## config.mk

```make
export PLATFORM = sky130hd
export DESIGN_NAME = id_gen
export DESIGN_NICKNAME = d
export VERILOG_FILES = /design/src/rtl/id_pkg.sv /design/src/rtl/id_char_sel.sv /design/src/rtl/id_gen.sv
export SDC_FILE = /design/constraint.sdc
export NUM_CORES = 1
export LEC_CHECK = 0
export ABC_AREA = 0
export BUFFER_PORTS_ARGS = -buffer_cell sky130_fd_sc_hd__clkbuf_2
export CELL_PAD_IN_SITES_DETAIL_PLACEMENT = 1
export CELL_PAD_IN_SITES_GLOBAL_PLACEMENT = 1
export CORE_ASPECT_RATIO = 1.5
export CORE_MARGIN = 2
export CORE_UTILIZATION = 43
export DETAILED_ROUTE_END_ITERATION = 16
export PLACE_DENSITY_LB_ADDON = 0.12
export SETUP_SLACK_MARGIN = 0.4
export SYNTH_ARGS = -nofsm -noshare
export SYNTH_HDL_FRONTEND = slang
export SYNTH_SLANG_ARGS = --single-unit
```

## constraint.sdc

```tcl
create_clock -name clk -period 3 [get_ports clk]
set_input_delay 0 -clock clk [delete_from_list [all_inputs] [get_ports clk]]
set_output_delay 0 -clock clk [all_outputs]
set_load 0.05 [all_outputs]
```

## src/rtl/id_pkg.sv

```systemverilog
// Shared definitions for the identifier generator: FSM states, character
// classes, ASCII anchors and the letter/digit wrap helpers.
package id_pkg;

  typedef enum logic [1:0] {
    IDLE  = 2'd0,
    ALPHA = 2'd1,
    DIGIT = 2'd2,
    TERM  = 2'd3
  } state_t;

  typedef enum logic {
    CLS_LETTER = 1'b0,
    CLS_DIGIT  = 1'b1
  } char_class_t;

  localparam logic [7:0] ASCII_ZERO    = 8'd48;
  localparam logic [7:0] ASCII_UPPER_A = 8'd65;
  localparam logic [7:0] ASCII_LOWER_A = 8'd97;
  localparam logic [4:0] LETTER_MOD    = 5'd26;
  localparam logic [3:0] DIGIT_MOD     = 4'd10;

  function automatic logic [4:0] clamp_base(input logic [4:0] base);
    return (base >= LETTER_MOD) ? 5'd0 : base;
  endfunction

  function automatic logic [4:0] next_letter(input logic [4:0] idx);
    return (idx == LETTER_MOD - 5'd1) ? 5'd0 : idx + 5'd1;
  endfunction

  function automatic logic [3:0] next_digit(input logic [3:0] idx);
    return (idx == DIGIT_MOD - 4'd1) ? 4'd0 : idx + 4'd1;
  endfunction

endpackage

```

## src/rtl/id_char_sel.sv

```systemverilog
// Combinational map from (class, index, case) to an ASCII byte; the
// terminator is handled by the caller since it is a parameter there.
module id_char_sel
  import id_pkg::*;
(
  input  char_class_t  cls,
  input  logic [4:0]   idx,
  input  logic         upper,
  output logic [7:0]   ascii
);

  always_comb begin
    ascii = 8'd0;
    if (cls == CLS_DIGIT) begin
      ascii = ASCII_ZERO + {4'd0, idx[3:0]};
    end else begin
      ascii = (upper ? ASCII_UPPER_A : ASCII_LOWER_A) + {3'd0, idx};
    end
  end

endmodule

```

## src/rtl/id_gen.sv

```systemverilog
// Identifier generator: emits letters, then digits, then a terminator over a
// valid/ready byte stream. expect_flag carries the "ended in a digit" flag
// (named so because 'expect' is a reserved word).
module id_gen
  import id_pkg::*;
#(
  parameter logic [7:0] TERM_CHAR = 8'd32
) (
  input  logic       clk,
  input  logic       rst_n,
  input  logic       start,
  input  logic [3:0] alpha_len,
  input  logic [3:0] digit_len,
  input  logic [4:0] alpha_base,
  input  logic       upper,
  output logic [7:0] char,
  output logic       valid,
  input  logic       ready,
  output logic       busy,
  output logic       expect_flag,
  output logic       done
);

  state_t      state;
  logic [3:0]  rem;
  logic [3:0]  dlen_q;
  logic        upper_q;
  logic [4:0]  letter_idx;
  logic [3:0]  digit_idx;
  logic        handshake;

  char_class_t sel_cls;
  logic [4:0]  sel_idx;
  logic        sel_upper;
  logic [7:0]  sel_char;

  assign handshake = valid & ready;

  // Selects the character that becomes visible after the next handshake (or start).
  always_comb begin
    sel_cls   = CLS_LETTER;
    sel_idx   = clamp_base(alpha_base);
    sel_upper = upper;
    case (state)
      ALPHA: begin
        sel_upper = upper_q;
        if (rem == 4'd1) begin
          sel_cls = CLS_DIGIT;
          sel_idx = 5'd0;
        end else begin
          sel_idx = next_letter(letter_idx);
        end
      end
      DIGIT: begin
        sel_upper = upper_q;
        sel_cls   = CLS_DIGIT;
        sel_idx   = {1'b0, next_digit(digit_idx)};
      end
      default: ;
    endcase
  end

  id_char_sel u_char_sel (
    .cls   (sel_cls),
    .idx   (sel_idx),
    .upper (sel_upper),
    .ascii (sel_char)
  );

  always_ff @(posedge clk or negedge rst_n) begin
    if (!rst_n) begin
      state       <= IDLE;
      rem         <= 4'd0;
      dlen_q      <= 4'd0;
      upper_q     <= 1'b0;
      letter_idx  <= 5'd0;
      digit_idx   <= 4'd0;
      char        <= 8'd0;
      valid       <= 1'b0;
      busy        <= 1'b0;
      expect_flag <= 1'b0;
      done        <= 1'b0;
    end else begin
      done <= 1'b0;
      case (state)
        IDLE: begin
          if (start) begin
            dlen_q     <= digit_len;
            upper_q    <= upper;
            letter_idx <= clamp_base(alpha_base);
            rem        <= (alpha_len == 4'd0) ? 4'd1 : alpha_len;
            char       <= sel_char;
            valid      <= 1'b1;
            busy       <= 1'b1;
            state      <= ALPHA;
          end
        end
        ALPHA: begin
          if (handshake) begin
            if (rem == 4'd1) begin
              if (dlen_q != 4'd0) begin
                state     <= DIGIT;
                rem       <= dlen_q;
                digit_idx <= 4'd0;
                char      <= sel_char;
              end else begin
                state <= TERM;
                char  <= TERM_CHAR;
              end
            end else begin
              rem        <= rem - 4'd1;
              letter_idx <= next_letter(letter_idx);
              char       <= sel_char;
            end
          end
        end
        DIGIT: begin
          if (handshake) begin
            if (rem == 4'd1) begin
              state <= TERM;
              char  <= TERM_CHAR;
            end else begin
              rem       <= rem - 4'd1;
              digit_idx <= next_digit(digit_idx);
              char      <= sel_char;
            end
          end
        end
        TERM: begin
          if (handshake) begin
            state       <= IDLE;
            rem         <= 4'd0;
            char        <= 8'd0;
            valid       <= 1'b0;
            busy        <= 1'b0;
            done        <= 1'b1;
            expect_flag <= (dlen_q != 4'd0);
          end
        end
        default: state <= IDLE;
      endcase
    end
  end

endmodule

```

* After elaboration in Yosys (flattened, before gate mapping)
Index checks and enable logic that the tools add are counted.
** Storage, ports and cells
- Bits in registers :: 31
- Word-level logic and storage cells :: 98
** Operators by class
- Add/subtract/negate cells :: 5
- $lt $le $gt $ge :: 1
- Equal/unequal tests :: 16
- Muxes and demuxes :: 50
- Bitwise operators :: 1
- Reductions and logical operators :: 15
** Operators by type and width (number)
- $mux 8 :: 8
- $mux 4 :: 14
- $pmux 8 s4 :: 1
- $mux 5 :: 6
- $pmux 5 s2 :: 2
- $ne 2x2->1 const B :: 9
- $reduce_and 6->1 :: 3
- $pmux 4 s4 :: 1
- $mux 2 :: 6
- $add 8x5->8 :: 1
- $pmux 2 s4 :: 1
- $pmux 4 s2 :: 1
- $reduce_and 4->1 :: 2
- $add 6x4->7 const A :: 1
- $mux 1 :: 7
- $mux 6 :: 1
- $reduce_bool 2->1 :: 3
- $add 5x1->5 const B :: 1
- $eq 5x5->1 const B :: 1
- $ge 5x5->1 const B :: 1
- $add 4x1->4 const B :: 1
- $eq 2x2->1 const B :: 2
- $eq 4x1->1 const B :: 1
- $eq 4x4->1 const B :: 1
- other kinds (11) :: 13

* Longest topological paths before layout
- Word-level depth :: 10
- Mapped depth :: 11

* By module
Synthesis repeated with hierarchy kept, for this count alone.
** Second synthesis, totals
- Cells, all modules :: 225
- Area total of the unflattened synthesis :: 2204.6 um^2
** By module, submodules not included
- id_gen :: instances 1, cells each 206, area an instance 2050.7 um^2
- id_char_sel :: instances 1, cells each 19, area an instance 153.9 um^2

* Least setup slack after synthesis
No wires, ideal clock.
- Kind :: register -> register
- From :: register state[0]
- To :: register char[4]
- Library setup time :: 0.130 ns
- Arrival :: 2.254 ns
- Required time :: 2.870 ns
- Slack :: 0.616 ns
- Cell stages (with the launch flop) :: 12
- Cells stage by stage :: dfrtp_1 > inv_1 > ha_1 > buf_2 > inv_1 > or3_1 > a31oi_2 > ha_1 > o21ai_0 > nor3b_1 > xnor2_1 > o21ai_0
** On the way
- Longest elaborated chain between the ends :: 8
- Elaborated cells on any way between the ends :: 21
- Those cells by class :: add/sub: 2; eq/ne: 7; mux: 10; reduce/logical: 2
** Ends and longest elaborated chain
- start: declaration :: line id_gen.sv:24 : state_t state;
- start signal: assignment :: line id_gen.sv:72 : state <= IDLE;
- start signal: assignment :: line id_gen.sv:95 : state <= ALPHA;
- start signal: assignment :: line id_gen.sv:102 : state <= DIGIT;
- $eq 2x2->1 or $eq 2x1->1 (tied branches) :: line id_gen.sv:44, id_gen.sv:85
- $pmux 5 s2 :: line id_gen.sv:44 : case (state)
- $add 8x5->8 or $add 6x4->7 (tied branches) :: line id_char_sel.sv:17, id_char_sel.sv:15
- $mux 8 :: line id_char_sel.sv:14 : if (cls == CLS_DIGIT) begin
- $mux 8 :: line id_gen.sv:101 : if (dlen_q != 4'd0) begin
- $mux 8 :: line id_gen.sv:100 : if (rem == 4'd1) begin
- $mux 8 :: line id_gen.sv:99 : if (handshake) begin
- $pmux 8 s4 :: line id_gen.sv:85 : case (state)
- end signal: assignment :: line id_gen.sv:92 : char <= sel_char;
- end signal: assignment :: line id_gen.sv:105 : char <= sel_char;
- end signal: assignment :: line id_gen.sv:113 : char <= sel_char;
- end: declaration :: line id_gen.sv:16 : output logic [7:0] char,
Several ways; a longest one is shown, not always the timed one. The select of a mux whose other input is x is not followed.
A chain may end at the register's enable or synchronous reset.

* Final worst setup path
- From :: register digit_idx[0]
- To :: register char[4]
** On the way
- Longest elaborated chain between the ends :: 9
- Elaborated cells on any way between the ends :: 14
- Those cells by class :: add/sub: 3; eq/ne: 1; mux: 10
** Ends and longest elaborated chain
- start: declaration :: line id_gen.sv:29 : logic [3:0] digit_idx;
- start signal: assignment :: line id_gen.sv:124 : digit_idx <= next_digit(digit_idx);
- $add 4x1->4 or $eq 4x4->1 (tied branches) :: line id_pkg.sv:32 : return (idx == DIGIT_MOD - 4'd1) ? 4'd0 : idx + 4'd1;
- $mux 4 (*) :: line id_pkg.sv:32
- $pmux 5 s2 (*) :: line id_gen.sv:44
- $add 8x5->8 or $add 6x4->7 (tied branches) :: line id_char_sel.sv:17, id_char_sel.sv:15
- $mux 8 (*) :: line id_char_sel.sv:14
- $mux 8 :: line id_gen.sv:101
- $mux 8 :: line id_gen.sv:100
- $mux 8 :: line id_gen.sv:99
- $pmux 8 s4 (*) :: line id_gen.sv:85
Mark *: on every way between the ends. The rest lies on a longest branch, timed or not. The select of a mux whose other input is x is not followed.

==> reports/metrics.yaml <==
run_status:
  status: "completed"
synthesis:
  ys_seq_elements: 31
  synthTopCellsByCount: "nand2_1 (41), dfrtp_1 (31), o21ai_0 (29)"
  yosys_warnings: 0
  synthFlopType: "dfrtp_1"
  synth_top_cell_by_area: "dfrtp_1"
  synthesis.nets: 285
  synth_cell_type_count: 58
  synth_cells: 256
  synthTopCellsByArea: "dfrtp_1 (35%), nand2_1 (7.0%), o21ai_0 (6.6%)"
  synth_area_per_cell_um2: 8.582
  synth_top_area_share_pct: 35.31
  yosysMostFrequentCell: "nand2_1"
  synthArstFlopShare_pct: 100.0
  synthesis.area_um2: 2197
  synth_edf_count: 0
  yosysSeqAreaShare_pct: 35.31
sta:
  max_freq_ghz: 0.4093
  skew_ns: 0.004616
  post-route-min-period_ns: 2.443
  worst_pin_slew_ns: 0.7769
  fin_ws_ns: 0.5570
  post-route-period-util_pct: 81.43
  final-hold-violation-count: 0
  setup_viol: 0
  rsz0062_at_grt: "no"
  tns_ns: 0
  slew_headroom_pct: 48.20
  drv_slew: 0
setup_path:
  cp_common_cell: "o21ai_0"
  timing.rr.start: "digit_idx[0]$_DFFE_PN0P_"
  slowest_stage: "dfrtp_2"
  criticalPathCategory: "register to register"
  cp_num_buf_inv: 0
  path_depth: 9
  endpoint_kind: "register"
  cpPeakStageDelay_ns: 0.45
  crit_path_end: "char[4]$_DFFE_PN0P_"
  crit_arrival_ns: 2.61
  worstPathRequired_ns: 3.17
  start_kind: "register"
  path_max_fanout: 6
  regToRegEndpoint: "char[4]$_DFFE_PN0P_"
  critPathTopFamily: "simple AND/OR/NAND/NOR gates"
  worstSetupStartpoint: "digit_idx[0]$_DFFE_PN0P_"
  r2r_cells: 9
  ff2ff_setup_slack_ns: 0.56
  crit_chain: "ha_1 -> and3b_1 -> or3_4 -> a31oi_4 -> ha_2 -> o21ai_0 -> nor3b_2 -> xnor2_1 -> o21ai_0"
cells_and_area:
  layout-drive-gt1-share_pct: 24.32
  n_antenna_cell: 0
  nNetsFinal: 324
  synthToLayoutAreaGrowth_pct: 21.98
  final_cells: 362
  multi_input_area_um2: 1385
  fillers: 597
  seq_area_um2: 777.0
global_routing:
  grt.overflow.total: 0
  grt_pass1_wl_mm: 10.41
  first_global_vias: 2193
  grt_start_max_net_pins: 32
  antenna_found_initial: 0
  grtUsageTotal_pct: 22.97
detailed_routing:
  drtPass1Iterations: 4
  vias_per_cell: 5.735
  wl_per_cell_um: 16.87
  ant_nets: 0
  drc: 0
  drt_iter0_markers: 62
  wirelength_mm: 6.107
  via_count: 2076
floorplan:
  dieWidth_um: 62.37
  rows: 31
  io_pins: 30
  start_util_pct: 44.96
  die_h_um: 91.55
  core_area_um2: 4887
  die-area_um2: 5709
pwr:
  finalPower_uw: 894.0
  p_per_area_nw_per_um2: 333.6
  peakVddDrop_mv: 0.2168
  leakagePower_nw: 1.238
clocking:
  cts_buffers: 5
  clk_pin_slew_ns: 0.07
  clockRootBuffer: "clkbuf_8"
  clock_sinks: 31
  cts_max_level: 2
  tritoncts: "done"
  worstSkewPairLatency_ns: 0.29
  cts_max_path_buffers: 2
placed_design:
  hpwl_mm: 4.530
  dp_worst_setup_slack_ns: 0.3213
  dp_cells: 344
  place_congestion: 0.8343
  io_buffers: 29
job:
  maxCapViolCount: 0
worst_hold_path:
  hold_path_class: "primary input to register"
==> cell type report <==
type                       instances  share of cell area, %
clock inverter                     2                  1.307
inverter                          14                  1.961
tap                               66                  3.081
timing repair buffer              43                  9.897
clock buffer                       6                  3.081
multi-input combinational        200                  51.68
sequential                        31                  28.99
==> metal layers <==
metal  wire (um)  vias to the layer above  global-route usage [%]
met4         157                        0                   9.630
met1        2423                     1018                   24.77
met5           0                        -                       0
li1            -                     1009                       -
met2        3405                       37                   44.38
met3         119                       12                   2.726
==> cell usage in the layout, fill, tap and decap left out, types with 2 or more instances in the layout <==
cell           instances
a22oi_1                3
dfrtp_1               30
nand4b_1               4
o31ai_1                4
ha_1                   7
a221o_1                2
a21bo_2                2
inv_1                 13
nor2b_1                3
o21ai_0               29
a2bb2oi_1              2
nand3b_1               4
xor2_1                 3
buf_4                  8
ha_4                   3
nor3_1                 3
a21oi_1               12
dlygate4sd3_1          6
mux2_2                10
nand3_1                5
nand2_1               41
nand2b_1               2
clkbuf_2              29
xnor2_1                3
a31oi_1                3
clkbuf_8               6
o211ai_1               4
o22ai_1                2
and3_1                 2
nand4_1                2
nor2_1                13
o21ai_1                2
==> metrics by stage <==
step / util (%) / area [um2] / hold slack (ns)
final: 54.84 / 2680 / 0.03635
after global routing: 54.84 / 2680 / 0.06565
after CTS: 53.00 / 2590 / 0.02861
after detailed placement: 49.21 / 2405 / 0.1163
after global placement: 49.21 / 2405 / 0.1228
after floorplan: - / 2197 / -0.2956
==> repair_timing <==
| item | 4_1_cts | 5_1_grt |
|---|---|---|
| pin swaps | 0 | 1 |
| hold endpoints to repair | 36 | 0 |
| setup endpoints to repair | 5 | 4 |
| hold buffers | 6 | 0 |
| setup buffers | 0 | 4 |
| gates resized for setup | 2 | 12 |
==> report_power, final <==
part / switching [mW] / total [mW] / internal (mW) / leakage [nW]
combinational: 0.0245 / 0.0414 / 0.0169 / 0.779
clock: 0.165 / 0.434 / 0.269 / 0.0612
sequential: 0.000421 / 0.419 / 0.419 / 0.398
==> registers in the layout, summed over array words and instances (netlist names) <==
signal / count
upper_q: 1
busy: 1
dlen_q: 4
rem: 4
char: 8
letter_idx: 5
digit_idx: 4
state: 2
expect_flag: 1
done: 1
==> tightest hold or removal path: stages <==
cell	delay [ns]
clkbuf_2	0.11
nand2_1	0.07
a22o_1	0.11
==> cells by family (layout without fill, tap and decap cells) <==
| family | Yosys count | after routing | synth area share, % |
|---|---|---|---|
| adders and majority gates | 11 | 11 | 6.264 |
| muxes | 11 | 11 | 5.581 |
| buffers and inverters | 25 | 65 | 4.670 |
| xor gates and xnor gates | 6 | 6 | 2.392 |
| and+or+nand+nor | 91 | 91 | 20.79 |
| AOI/OAI and AO/OA | 81 | 81 | 25.00 |
| DFF | 31 | 31 | 35.31 |
==> worst min path at each step <==
stage,slack (ns),endpoint,cells after the start,startpoint
final,0.04,busy$_DFFE_PN0P_,3,ready
after CTS,0.03,busy$_DFFE_PN0P_,3,ready
after global placement,0.12,letter_idx[3]$_DFFE_PN0P_,1,rst_n
after global routing,0.07,rem[3]$_DFFE_PN0P_,3,alpha_len[3]
after floorplan,-0.30,busy$_DFFE_PN0P_,0,rst_n
after detailed placement,0.12,letter_idx[0]$_DFFE_PN0P_,1,rst_n
(Power assumes the default switching activity.)
